## config.mk

```make
export PLATFORM = sky130hd
export DESIGN_NAME = serial_rx_5b
export DESIGN_NICKNAME = d
export VERILOG_FILES = /design/src/rtl/serial_rx_5b.sv
export SDC_FILE = /design/constraint.sdc
export NUM_CORES = 1
export LEC_CHECK = 0
export CAP_MARGIN = 20
export CORE_MARGIN = 4
export CORE_UTILIZATION = 46
export DETAILED_ROUTE_END_ITERATION = 8
export MAX_ROUTING_LAYER = met4
export PLACE_DENSITY = 0.81
export SETUP_SLACK_MARGIN = 0.4
export SKIP_LAST_GASP = 1
export SLEW_MARGIN = 0
export SYNTH_ARGS = -nofsm -noshare
export SYNTH_HDL_FRONTEND = slang
export SYNTH_SLANG_ARGS = --single-unit
```

## constraint.sdc

```tcl
create_clock -name clk -period 1.47 [get_ports clk]
set_clock_uncertainty 0.1 [all_clocks]
set_input_delay 0.294 -clock clk [delete_from_list [all_inputs] [get_ports clk]]
set_output_delay 0.294 -clock clk [all_outputs]
set_load 0.02 [all_outputs]
```

## src/rtl/serial_rx_5b.sv

```systemverilog
// -----------------------------------------------------------------------------
// serial_rx_5b
//   Strobe-paced serial receiver for 5-bit words. A frame is one start bit (0),
//   five data bits sent LSB first, then one stop bit (1). The line is sampled
//   once per bit period, on the cycles where the bit-period strobe en is high.
//   A good frame loads D and pulses valid. A frame whose stop bit is low is
//   dropped and pulses ferr instead. There is no timeout, so a stalled strobe
//   simply freezes the receiver where it is.
//
// Ports
//   clk    in   1  rising-edge system clock
//   reset  in   1  asynchronous, active-high reset
//   en     in   1  bit-period strobe; rx is only looked at when en=1
//   rx     in   1  serial line, idles high
//   D      out  5  last correctly framed word, D[0] = first data bit received
//   valid  out  1  one-cycle pulse, D has just been loaded with a new word
//   ferr   out  1  one-cycle pulse, stop bit was low and the frame was dropped
//   busy   out  1  high while a frame is in progress (DATA or STOP)
// -----------------------------------------------------------------------------
module serial_rx_5b (
   input  logic       clk,
   input  logic       reset,
   input  logic       en,
   input  logic       rx,
   output logic [4:0] D,
   output logic       valid,
   output logic       ferr,
   output logic       busy
);

   localparam int DATA_W = 5;
   localparam int CNT_W  = 3;

   // Counter value at which the final data bit is taken.
   localparam logic [CNT_W-1:0] LAST_BIT = CNT_W'(DATA_W - 1);

   typedef enum logic [1:0] {
      IDLE = 2'd0,
      DATA = 2'd1,
      STOP = 2'd2
   } state_t;

   state_t              state_q, state_d;
   logic [CNT_W-1:0]    cnt_q,   cnt_d;
   logic [DATA_W-1:0]   shreg_q, shreg_d;
   logic [DATA_W-1:0]   d_q,     d_d;
   logic                valid_q, valid_d;
   logic                ferr_q,  ferr_d;
   logic                busy_q,  busy_d;

   // --------------------------------------------------------------------------
   // State and output registers
   // --------------------------------------------------------------------------
   always_ff @(posedge clk or posedge reset) begin
      if (reset) begin
         state_q <= IDLE;
         cnt_q   <= '0;
         shreg_q <= '0;
         d_q     <= '0;
         valid_q <= 1'b0;
         ferr_q  <= 1'b0;
         busy_q  <= 1'b0;
      end else begin
         state_q <= state_d;
         cnt_q   <= cnt_d;
         shreg_q <= shreg_d;
         d_q     <= d_d;
         valid_q <= valid_d;
         ferr_q  <= ferr_d;
         busy_q  <= busy_d;
      end
   end

   // --------------------------------------------------------------------------
   // Next-state and next-output logic
   // --------------------------------------------------------------------------
   always_comb begin
      state_d = state_q;
      cnt_d   = cnt_q;
      shreg_d = shreg_q;
      d_d     = d_q;
      valid_d = 1'b0;
      ferr_d  = 1'b0;

      // Every transition below is gated by en, so a cycle without the strobe
      // leaves state, counter and shift register exactly as they were.
      case (state_q)
         IDLE: begin
            if (en && !rx) begin
               state_d = DATA;
               cnt_d   = '0;
            end
         end

         DATA: begin
            if (en) begin
               shreg_d[cnt_q] = rx;
               if (cnt_q == LAST_BIT) begin
                  // Park the counter at 0 instead of letting it run past 4.
                  state_d = STOP;
                  cnt_d   = '0;
               end else begin
                  cnt_d = cnt_q + 1'b1;
               end
            end
         end

         STOP: begin
            if (en) begin
               // A low stop sample is consumed here as the stop bit. It does
               // not also count as the start of the next frame.
               state_d = IDLE;
               if (rx) begin
                  d_d     = shreg_q;
                  valid_d = 1'b1;
               end else begin
                  ferr_d  = 1'b1;
               end
            end
         end

         default: begin
            state_d = IDLE;
            cnt_d   = '0;
         end
      endcase

      // busy is registered from the next state, so it rises on the edge that
      // enters DATA and falls on the edge that returns to IDLE.
      busy_d = (state_d != IDLE);
   end

   assign D     = d_q;
   assign valid = valid_q;
   assign ferr  = ferr_q;
   assign busy  = busy_q;

endmodule

```

==> results.sh <==
export IMPL_status="complete, no violations"
export IMPL_num_vias=657
export IMPL_fillCellCount=119
export IMPL_hp_class="input port to async pin"
export IMPL_core_mm2=0.00173
export IMPL_reg2reg_depth=3
export IMPL_dpl_hpwl_um=1110
export IMPL_synth_area_leaders="dfrtp_1 54%, mux2_2 8.1%, mux2_1 4.0%, ha_1 3.0%, nand3_1 2.4%"
export IMPL_io_pins=12
export IMPL_synth_top_area_frac=0.539
export IMPL_yosysSeqAreaShare=0.539
export IMPL_placed_area_mm2=0.00104
export IMPL_synth_nets=75
export IMPL_final_net_count=109
export IMPL_critPathArrivalTime_ns=1.54
export IMPL_grtUsageTotal=0.156
export IMPL_rows=15
export IMPL_dp_cells=111
export IMPL_p_leak_nw=0.621
export IMPL_design_area_mm2=0.00129
export IMPL_maxCapViolations=0
export IMPL_vdd_drop_max_uv=1140
export IMPL_cp_cell_sequence="and4bb_2 -> and3_4 -> mux2_4"
export IMPL_first_global_vias=625
export IMPL_drc_errors=0
export IMPL_crit_type="flop to flop"
export IMPL_place_ws_ns=-0.299
export IMPL_setup_viol=0
export IMPL_n_antenna_cell=0
export IMPL_r2r_end="shreg_q[0]$_DFFE_PP0P_"
export IMPL_gr_total_overflow=0
export IMPL_area_growth_pct=54.5
export IMPL_max_freq_mhz=688
export IMPL_endpoint_kind="flop"
export IMPL_multi_input_area_um2=457
export IMPL_power_total_mw=2.21
export IMPL_insertion_delay_ns=0.30
export IMPL_start_util=0.484
export IMPL_path_max_fanout=4
export IMPL_cts_buffers_inserted=3
export IMPL_final_cell_mix="17 x buf_4, 16 x dfrtp_1, 12 x buf_6"
export IMPL_fin_setup_tns_ns=0
export IMPL_final_cells=127
export IMPL_wl_per_cell_um=14.4
export IMPL_antenna_found_initial=0
export IMPL_cts_tree="done"
export IMPL_viasPerCell=5.17
export IMPL_slew_violations=0
export IMPL_tightest_slew_ns=0.227
export IMPL_postSynthRegisterBits=18
export IMPL_cts_hold_buf=0
export IMPL_drt_initial_drc_count=3
export IMPL_synth_area_leader_cell="dfrtp_1"
export IMPL_finalCriticalPeriod_ns=1.45
export IMPL_powerDensity_mw_per_mm2=1710
export IMPL_cts_root_buf="clkbuf_4"
export IMPL_mostFrequentLayoutCell="buf_4"
export IMPL_grt_start_max_net_pins=19
export IMPL_yosysWarnings=0
export IMPL_drive_gt1_frac=0.608
export IMPL_clkTransAtPathRegs_ns=0.10
export IMPL_port_buffer_count=11
export IMPL_antenna_left=0
export IMPL_cts_sinks=18
export IMPL_dieArea_mm2=0.00256
export IMPL_critPathLaunchType="flop"
export IMPL_die_x_um=50.6
export IMPL_wirelength_um=1830
export IMPL_register_area_um2=453
export IMPL_utilization=0.748
export IMPL_syn_area_um2=836
export IMPL_die_h_um=50.6
export IMPL_rsz0062_at_grt="true"
export IMPL_max_slew_margin=0.849
export IMPL_worstPathRequired_ns=1.56
export IMPL_ys_types=27
export IMPL_max_stage_delay_ns=0.41
export IMPL_cts_path_max_buffers=2
export IMPL_final_period_utilization=0.989
export IMPL_postSynthAreaPerCell_um2=12.1
export IMPL_first_pass_iters=2
export IMPL_rrSetupSlack_ns=0.02
export IMPL_h_tree_depth=1
export IMPL_grt_pass1_wl_um=2880
export IMPL_timing_rr_start="state_q[1]$_DFF_PP0_"
export IMPL_place_gp_congestion=0.849
export IMPL_hold_viol=0
export IMPL_postSynthCellCount=69
export IMPL_slowest_stage="dfrtp_1"
export IMPL_fin_ws_ns=0.0166
export IMPL_whs_ns=0.200
## layer usage
| layer | up-vias | global-route usage | wire, um |
|---|---|---|---|
| met4 | 0 | 0.0807 | 53 |
| li1 | 311 | - | - |
| met2 | 13 | 0.252 | 923 |
| met1 | 327 | 0.181 | 800 |
| met3 | 6 | 0.0356 | 52 |
| met5 | - | - | 0 |
## power by group
| part | internal, mW | total [mW] | leakage (nW) | switching, mW |
|---|---|---|---|---|
| sequential | 0.669 | 0.814 | 0.227 | 0.145 |
| clock | 0.151 | 0.305 | 0.0210 | 0.154 |
| combinational | 0.646 | 1.09 | 0.373 | 0.448 |
| total | 1.47 | 2.21 | 0.621 | 0.747 |
## layout make-up
cell class	instances	share of cell area
multi-input combinational	43	0.354
sequential	18	0.351
timing repair buffer	32	0.225
clock buffer	4	0.0281
tap	25	0.0242
inverter	5	0.0184
## worst max-delay path: cells and delay by family (launching register included)
kind / cells / cell delay, ns
multiplexers: 1 / 0.29
flip-flops: 1 / 0.41
AND/OR/NAND/NOR: 2 / 0.55
## sequential cells by signal, indices dropped and copies added (netlist names)
signal   count
shreg_q      5
cnt_q        3
state_q      2
valid        1
D            5
ferr         1
busy         1
## synth_stat cells
| library cell | instances |
|---|---|
| nand3_1 | 4 |
| mux2_2 | 6 |
| mux2_4 | 1 |
| and4bb_1 | 1 |
| o21ba_2 | 1 |
| ha_1 | 2 |
| o31ai_1 | 1 |
| o22ai_1 | 2 |
| and2_1 | 1 |
| mux2_1 | 3 |
| o21a_1 | 1 |
| nand2_1 | 2 |
| nand4b_1 | 1 |
| and3_1 | 1 |
| nand2b_1 | 2 |
| o21ai_0 | 3 |
| a311oi_1 | 1 |
| buf_6 | 1 |
| and3b_1 | 1 |
| inv_1 | 5 |
| buf_2 | 2 |
| nand3b_1 | 1 |
| dfrtp_1 | 18 |
| nor4b_2 | 1 |
| nor2_1 | 2 |
| nor3b_1 | 2 |
| a21oi_1 | 3 |
## worst max-delay path by stage
stage	cells after the start	end	from
floorplan	4	shreg_q[4]$_DFFE_PP0P_	state_q[1]$_DFF_PP0_
finish	3	shreg_q[0]$_DFFE_PP0P_	state_q[1]$_DFF_PP0_
global placement	4	shreg_q[0]$_DFFE_PP0P_	en
detailed placement	4	shreg_q[0]$_DFFE_PP0P_	en
global route	3	shreg_q[0]$_DFFE_PP0P_	state_q[1]$_DFF_PP0_
CTS	3	shreg_q[0]$_DFFE_PP0P_	state_q[1]$_DFF_PP0_
## logic make-up (layout without fill, tap and decap cells)
| logic type | Yosys count | in the layout | synth area share |
|---|---|---|---|
| fa+ha+maj | 2 | 2 | 0.0299 |
| compound gates | 12 | 12 | 0.0913 |
| buf+inv | 8 | 41 | 0.0479 |
| simple gates | 19 | 19 | 0.153 |
| flops | 18 | 18 | 0.539 |
| mux | 10 | 10 | 0.139 |
## repair_timing
| item | in CTS | in global routing |
|---|---|---|
| setup endpoints to repair | 26 | 26 |
| buffers inserted | 4 | 8 |
| gates cloned | 0 | 0 |
| gates resized for setup | 58 | 21 |
| pin swaps | 9 | 3 |
No activity file was read; power rests on OpenSTA's default activity.
==> patch (same settings) <==
The localparam `CNT_W` goes from 3 to 6.
--- a/src/rtl/serial_rx_5b.sv
+++ b/src/rtl/serial_rx_5b.sv
@@ -29,7 +29,7 @@
 );
 
    localparam int DATA_W = 5;
-   localparam int CNT_W  = 3;
+   localparam int CNT_W  = 6;
 
    // Counter value at which the final data bit is taken.
    localparam logic [CNT_W-1:0] LAST_BIT = CNT_W'(DATA_W - 1);
Formal check against the unedited RTL: no difference found for any inputs over 10 cycles, from zero or initial values and one cycle with reset high; that may be too few to reach the edited logic, so the function may still have changed.
==> patch against the original RTL <==
The flow now finishes with violations (setup timing); sequential cell count up 3; power up 30%; cell area up 24%; largest power group unchanged; worst setup slack worse by 0.17 ns; largest cell class unchanged; sequential share of layout area down 2.2 points; critical path type unchanged; combinational power up 52%; synthesized cell count up 39%; highest routed layer unchanged; area after synthesis up 18%; wire length up 76%; utilization up 5.0 points.
==> patch: results (changes against the original RTL) <==
Status
  – Run status: finished, violations left
  – Failing checks: setup timing

Pwr
  – P_leak: 0.000772 uW (+24%)
  – Worst vdd ir: 0.00116 V (+1.5%)

Detailed routing
  – Routed WL: 3210 microns (+76%)
  – Vias: 980 (+49%)

STA
  – Setup violators final: 6 (+6)
  – Final WS setup: -0.153 ns (-0.170 ns)

Placed design
  – Placed cell area: 0.00125 sq mm (+20%)
  – DP HPWL: 1520 microns (+37%)
  – GP Congestion: 0.825 (-2.8%)

Global route
  – M2 GR Usage: 37.8% (+13 points)
  – First-pass GRT wire length: 4460 microns (+55%)
  – Largest net degree at the start of global routing: 22 (+3)
  – Met1 usage: 25.6% (+7.5 points)

Cells and area
  – Layout cell share with drive strength beyond 1: 59.9% (-0.93 points)
  – Final non-filler cell total: 169 (+33%)
  – Filler Cell Count: 104 (-13%)
  – Layout Nets: 149 (+37%)

Critical path
  – Critical Path Fanout Max: 3 (-1)
  – Critical Path Sink: shreg_q[1]
  – Reg2reg path depth: 4 (+1)

Yosys
  – Dominant cells by area after synthesis: dfrtp_1 (53%), nand2_1 (7.2%), nand3_1 (4.1%), o21ai_0 (3.6%), mux2_2 (3.4%)
  – Mapped Nets: 102 (+36%)
  – Most instantiated cells after synthesis: dfrtp_1 (21), nand2_1 (19), nand3_1 (8), o21ai_0 (7), inv_1 (6)

Clock network
  – Clock Pin Slew Worst Setup and Hold Paths: 0.13 ns (+0.03 ns)
  – Worst-skew pair later-pin latency: 0.32 ns (+0.02 ns)
==> patch: cell types whose count changed in the layout (fill, tap and decap cells not counted), sizes merged, moves of 2 or more <==
cell and delta:
and3 +2, buf +12, dfrtp +3, mux2 -5, nand2 +17, nand3 +4
nor2 +3, nor3 +2, nor3b -2, o21ai +4
==> patch: worst min path at each step <==
stage	from	endpoint	slack [ns]	cells past startpoint
floorplan	reset	D[0]	0.17	1
global placement	D[0]	D[0]	0.36	2
detailed placement	D[3]	D[3]	0.36	2
CTS	reset	state_q[1]	0.21	3
global route	reset	state_q[1]	0.22	3
finish	reset	state_q[1]	0.19	3
==> patch: cell families after synthesis <==
| logic type | share of synthesized area, % |
|---|---|
| simple gates | 24.0 |
| mux | 5.71 |
| buf+inv | 4.57 |
| fa+ha+maj | 2.54 |
| flops | 53.3 |
| compound gates | 9.90 |
==> patch: repair_timing <==
item / CTS / global route
pin swaps: 10 / 6
gates resized for setup: 77 / 33
endpoints found under the setup margin: 29 / 29
buffers inserted: 10 / 5
==> patch: cell type report <==
cell class / instances / area, sq um / share of cell area, %
Clock buffer: 3 / 22.5 / 1.41
Clock inverter: 1 / 5.00 / 0.313
Inverter: 6 / 30.0 / 1.88
Multi-Input combinational cell: 67 / 566 / 35.4
Sequential cell: 21 / 526 / 32.9
Tap cell: 27 / 33.8 / 2.12
Timing Repair Buffer: 44 / 414 / 25.9
==> patch: power by group <==
part | switching (uW) | internal, uW
combinational | 764 | 896
sequential | 164 | 756
clock | 196 | 102
total | 1120 | 1750
==> patch: critical path: cells and delay by family, from the launching register on <==
kind          cells  cell delay [ns]
flops             1             0.43
simple gates      3             0.67
mux               1             0.32
==> patch: per-layer routing <==
layer / wire length (microns) / up-vias
met5: 0 / -
met1: 1290 / 499
met4: 71 / 0
met3: 151 / 8
met2: 1700 / 46
li1: - / 427
==> patch: through the flow <==
step	hold slack [ns]	util, %
floorplan	0.171	-
global placement	0.357	62.4
detailed placement	0.364	62.4
CTS	0.208	72.6
global route	0.224	79.8
finish	0.195	79.8
